File: src/rtl/mem_dbus_ctrl.sv
// Memory-stage data-bus controller: issues one dbus transaction per load/store and stalls until it completes.
// Optional alignment check enabled by defining MEM_ALIGN_CHECK_EN.
module mem_dbus_ctrl #(
    parameter int ADDR_W = 64,
    parameter int DATA_W = 64
) (
    input  logic                  clk,
    input  logic                  reset,
    input  logic                  mem_valid,
    input  logic                  mem_read,
    input  logic                  mem_write,
    input  logic [ADDR_W-1:0]     mem_addr,
    input  logic [2:0]            msize,
    input  logic [DATA_W-1:0]     wd,
    input  logic [DATA_W/8-1:0]   strobe,
    output logic                  stall,
    output logic [DATA_W-1:0]     rdata,
    output logic                  rdata_valid,
    output logic                  misalign_err,
    output logic                  dreq_valid,
    output logic [ADDR_W-1:0]     dreq_addr,
    output logic [2:0]            dreq_size,
    output logic [DATA_W/8-1:0]   dreq_strobe,
    output logic [DATA_W-1:0]     dreq_data,
    input  logic                  dresp_addr_ok,
    input  logic                  dresp_data_ok,
    input  logic [DATA_W-1:0]     dresp_data
);

    localparam int STRB_W = DATA_W / 8;

    typedef enum logic [1:0] {
        S_IDLE      = 2'd0,
        S_WAIT_ADDR = 2'd1,
        S_WAIT_DATA = 2'd2,
        S_DONE      = 2'd3
    } state_t;

    state_t                state_q;
    logic                  is_write_q;
    logic                  dreq_valid_q;
    logic [ADDR_W-1:0]     dreq_addr_q;
    logic [2:0]            dreq_size_q;
    logic [STRB_W-1:0]     dreq_strobe_q;
    logic [DATA_W-1:0]     dreq_data_q;
    logic [DATA_W-1:0]     rdata_q;
    logic                  rdata_valid_q;
    logic                  misalign_err_q;

    logic                  start_s;
    logic                  misalign_s;
    logic                  stall_s;

`ifdef MEM_ALIGN_CHECK_EN
    function automatic logic is_misaligned(input logic [2:0] size, input logic [2:0] lo);
        logic bad;
        case (size)
            3'd1:    bad = (lo[0] != 1'b0);
            3'd2:    bad = (lo[1:0] != 2'b00);
            3'd3:    bad = (lo[2:0] != 3'b000);
            default: bad = 1'b0;
        endcase
        return bad;
    endfunction
`endif

    // Start detection, optional alignment screen and combinational pipeline stall
    always_comb begin
        start_s = mem_valid & (mem_read | mem_write);
`ifdef MEM_ALIGN_CHECK_EN
        misalign_s = start_s & is_misaligned(msize, mem_addr[2:0]);
`else
        misalign_s = 1'b0;
`endif
        case (state_q)
            S_IDLE:      stall_s = start_s & ~misalign_s;
            S_WAIT_ADDR: stall_s = 1'b1;
            S_WAIT_DATA: stall_s = 1'b1;
            S_DONE:      stall_s = 1'b0;
            default:     stall_s = 1'b0;
        endcase
    end

    // Access FSM with registered bus request and completion outputs
    always_ff @(posedge clk) begin
        if (reset) begin
            state_q        <= S_IDLE;
            is_write_q     <= 1'b0;
            dreq_valid_q   <= 1'b0;
            dreq_addr_q    <= {ADDR_W{1'b0}};
            dreq_size_q    <= 3'd0;
            dreq_strobe_q  <= {STRB_W{1'b0}};
            dreq_data_q    <= {DATA_W{1'b0}};
            rdata_q        <= {DATA_W{1'b0}};
            rdata_valid_q  <= 1'b0;
            misalign_err_q <= 1'b0;
        end else begin
            rdata_valid_q  <= 1'b0;
            misalign_err_q <= 1'b0;
            case (state_q)
                S_IDLE: begin
                    if (start_s && misalign_s) begin
                        misalign_err_q <= 1'b1;
                    end else if (start_s) begin
                        // Store wins when both read and write are flagged
                        is_write_q    <= mem_write;
                        dreq_valid_q  <= 1'b1;
                        dreq_addr_q   <= mem_addr;
                        dreq_size_q   <= msize;
                        dreq_strobe_q <= mem_write ? strobe : {STRB_W{1'b0}};
                        dreq_data_q   <= mem_write ? wd : {DATA_W{1'b0}};
                        state_q       <= S_WAIT_ADDR;
                    end else begin
                        state_q <= S_IDLE;
                    end
                end
                S_WAIT_ADDR: begin
                    if (dresp_addr_ok) begin
                        dreq_valid_q <= 1'b0;
                        if (dresp_data_ok) begin
                            if (!is_write_q) begin
                                rdata_q <= dresp_data;
                            end
                            rdata_valid_q <= 1'b1;
                            state_q       <= S_DONE;
                        end else begin
                            state_q <= S_WAIT_DATA;
                        end
                    end else begin
                        state_q <= S_WAIT_ADDR;
                    end
                end
                S_WAIT_DATA: begin
                    if (dresp_data_ok) begin
                        if (!is_write_q) begin
                            rdata_q <= dresp_data;
                        end
                        rdata_valid_q <= 1'b1;
                        state_q       <= S_DONE;
                    end else begin
                        state_q <= S_WAIT_DATA;
                    end
                end
                S_DONE: begin
                    state_q <= S_IDLE;
                end
                default: begin
                    state_q      <= S_IDLE;
                    dreq_valid_q <= 1'b0;
                end
            endcase
        end
    end

    assign stall        = stall_s;
    assign rdata        = rdata_q;
    assign rdata_valid  = rdata_valid_q;
    assign misalign_err = misalign_err_q;
    assign dreq_valid   = dreq_valid_q;
    assign dreq_addr    = dreq_addr_q;
    assign dreq_size    = dreq_size_q;
    assign dreq_strobe  = dreq_strobe_q;
    assign dreq_data    = dreq_data_q;

endmodule

File: config.mk
export PLATFORM = sky130hd
export DESIGN_NAME = mem_dbus_ctrl
export DESIGN_NICKNAME = d
export VERILOG_FILES = /design/src/rtl/mem_dbus_ctrl.sv
export SDC_FILE = /design/constraint.sdc
export NUM_CORES = 1
export LEC_CHECK = 0
export ABC_AREA = 1
export BUFFER_PORTS_ARGS = -buffer_cell sky130_fd_sc_hd__buf_2
export CORE_AREA = 2 2 163 165
export CTS_BUF_LIST = sky130_fd_sc_hd__clkbuf_16
export CTS_CLUSTER_DIAMETER = 100
export DETAILED_ROUTE_END_ITERATION = 10
export DIE_AREA = 0 0 165 167
export SLEW_MARGIN = 10
export SYNTH_ARGS = -nofsm -noshare
export SYNTH_HDL_FRONTEND = slang
export SYNTH_SLANG_ARGS = --single-unit
File: constraint.sdc
create_clock -name clk -period 2.15 [get_ports clk]
set_input_delay 0.3225 -clock clk [delete_from_list [all_inputs] [get_ports clk]]
set_output_delay 0.3225 -clock clk [all_outputs]
set_load 0.01 [all_outputs]
==> impl_metrics.json <==
{
  "rsz0062_at_grt": "no",
  "antenna_left": 0,
  "io_buffers": 415,
  "max_cap_violations": 0,
  "numCtsBuffers": 23,
  "die-area_sq_mm": 0.0276,
  "drtPass1Iterations": 6,
  "synth_cell_types": 20,
  "synthesis.area_sq_mm": 0.00736,
  "slew_viol_final": 0,
  "cp_slowest_cell": "dfxtp_1",
  "vias": 7493,
  "fin_crit_sh": 0.927,
  "p_leak_nw": 4.84,
  "drt_iter0_drc": 485,
  "min_path_type": "in -> reg",
  "cts.path.max_buffers": 3,
  "cp.depth": 5,
  "synthMuxAreaShare": 0,
  "ir_worst_vdd_mv": 0.540,
  "yosys.area_share.simple": 0.229,
  "criticalPathCategory": "reg -> out",
  "status": "complete, no violations",
  "area_delta_synth_final_pct": 42.8,
  "grt_pass1_vias": 6995,
  "crit_family": "flip-flops",
  "dp_hpwl_microns": 16700,
  "rows": 59,
  "p_total_w": 0.00929,
  "hold_buffers": 0,
  "start_util": 0.286,
  "diodes": 0,
  "cp_max_fo": 5,
  "cts-root-buf": "clkbuf_16",
  "syn_nets": 1145,
  "die_h_microns": 167,
  "ys_warn_count": 0,
  "chipWidth_microns": 165,
  "hold_start": "mem_addr[52]",
  "skew_ns": 0.00900,
  "critPathCaptureType": "output pin",
  "track_usage": 0.160,
  "crit_chain": "inv_1, ha_1, inv_1, o21ai_0, buf_2",
  "cts_sinks": 208,
  "rrSetupSlack_ns": 0.42,
  "clkLatencyLatePin_ns": 0.50,
  "relSlewSlack": 0.624,
  "synth.top_cell.area_share": 0.566,
  "ys_seq_elements": 208,
  "cp.arrival_ns": 1.67,
  "grt-ovfl-total": 0,
  "drive_gt1_frac": 0.357,
  "grt_max_degree": 78,
  "pre_cts_slack_ns": 0.429,
  "cts_setup_buffers": 0,
  "worst_setup_path_start_kind": "flip-flop",
  "post-route-min-period_ns": 1.99,
  "ios": 417,
  "synth_area_leaders": "dfxtp_1 57%, nand2_1 18%, a21oi_1 14%",
  "worst_pin_slew_ns": 0.564,
  "grt_pass1_wl_microns": 36000,
  "setup_tns_ns": 0,
  "worstHoldEndpoint": "dreq_addr[52]$_SDFFE_PP0P_",
  "ys_seq_area_frac": 0.566,
  "drc": 0,
  "synth_top_family_by_area": "simple AND/OR/NAND/NOR gates",
  "crit_path_max_incr_delay_ns": 0.36,
  "cts_htree_levels": 1,
  "cp_common_cell": "inv_1",
  "worst_r2r_endpoint": "dreq_data[62]$_SDFFE_PP0P_",
  "syn_avg_cell_area_sq_um": 7.92,
  "setup_ws_ns": 0.157,
  "synthXorXnorAreaFrac": 0,
  "ff2ff_path_depth": 7,
  "p_per_area_mw_per_mm2": 884,
  "final_hold_viol_count": 0,
  "cts_tree": "done",
  "fillers": 2664,
  "gp_congestion": 0.800,
  "synthCells": 930,
  "coreArea_sq_mm": 0.0258,
  "wl_per_cell_microns": 14.4,
  "worstPathRequired_ns": 1.83,
  "clk_pin_slew_ns": 0.06,
  "reg2reg_from": "state_q[0]$_SDFF_PP0_",
  "crit_buf_inv": 3,
  "min_path_cells": 3,
  "viasPerCell": 4.50,
  "synth-compound-area-share": 0.145,
  "setup_viol_count_final": 0,
  "yosysTopAreaCell": "dfxtp_1",
  "antenna_found_initial": 0,
  "nets": 1531,
  "max_freq_mhz": 502,
  "postRouteWirelength_microns": 24000,
  "cts_resized": 0,
  "synth_fa_ha_area_frac": 0.00850
}
## worst register-to-register path, delay by kind of cell (launching register included)
family	cells	cell delay [ns]
simple gates	3	0.58
compound gates	1	0.13
flops	1	0.33
fa+ha+maj	1	0.23
buf+inv	2	0.41
## layer usage
metal  GRT usage  routed length, microns
met1       0.193                   10000
met3      0.0334                    1540
met4      0.0575                     785
met5           0                       0
met2       0.279                   11600
## report_power, final
part,total (W),switching [W],leakage (nW),internal (W)
combinational,0.00125,0.000743,2.78,0.000506
clock,0.00387,0.00157,0.365,0.00230
sequential,0.00418,0.000104,1.69,0.00407
## through the flow
step	util	instance area (sq um)	cells	hold WS, ns
floorplan	-	7360	930	0.446
global placement	0.380	9780	1626	0.445
detailed placement	0.380	9780	1626	0.449
CTS	0.408	10500	1666	0.0386
global route	0.408	10500	1666	0.0569
finish	0.408	10500	1666	0.0626
## area by class of cell
class                      instances  area (sq um)  area share
clock buffer                      23           576      0.0547
clock inverter                    17           158      0.0150
inverter                          10          37.5     0.00357
multi-input combinational        639          2830       0.269
sequential                       208          4160       0.396
tap                              335           419      0.0399
timing repair buffer             434          2330       0.221
## worst max-delay path by stage
| stage | to | slack, ns | from |
|---|---|---|---|
| final | stall | 0.16 | state_q[0]$_SDFF_PP0_ |
| after global routing | stall | 0.07 | state_q[0]$_SDFF_PP0_ |
| after floorplan | rdata[10]$_SDFFE_PP0P_ | 0.66 | state_q[0]$_SDFF_PP0_ |
| after global placement | dreq_data[62]$_SDFFE_PP0P_ | 0.49 | state_q[0]$_SDFF_PP0_ |
| after detailed placement | dreq_data[25]$_SDFFE_PP0P_ | 0.43 | state_q[0]$_SDFF_PP0_ |
| after CTS | stall | 0.11 | state_q[0]$_SDFF_PP0_ |
## logic make-up after synthesis
kind of cell,Yosys count
AND/OR/NAND/NOR,421
AO/OA/AOI/OAI,212
flip-flops,208
buffers and inverters,83
adder cells (fa/ha/maj),5
other,1
## state kept, by name, summed over array words and instances, names as in the netlist, named ones only
signal,count
dreq_data,64
rdata_valid,1
dreq_addr,64
is_write_q,1
dreq_valid,1
state_q,1
rdata,64
dreq_strobe,8
dreq_size,3
## cell usage after synthesis
cell and count:
nand2_1 349, a21oi_1 208, dfxtp_1 208, nand3_1 66, buf_2 38, clkbuf_1 28
inv_1 8, buf_4 5, ha_1 5, buf_1 2, inv_2 2, nor2_1 2
o21ai_0 2, a211oi_1 1, a21o_1 1, conb_1 1, nand2_2 1, nand3_4 1
nor2_4 1, nor3_1 1
## cells in the final DEF (no fill, tap or decap)
cell type,instances
a211oi_1,1
a21o_1,1
a21oi_1,208
buf_12,8
buf_2,414
buf_4,11
buf_6,1
bufinv_16,3
clkbuf_16,23
clkinv_1,6
clkinv_2,5
clkinvlp_4,1
conb_1,1
dfxtp_1,208
ha_1,5
inv_1,9
inv_2,2
inv_6,1
nand2_1,347
nand2_2,3
nand3_1,66
nand3_4,1
nor2_1,1
nor2_4,2
nor3_1,1
o21ai_0,2
(Power assumes the default switching activity.)
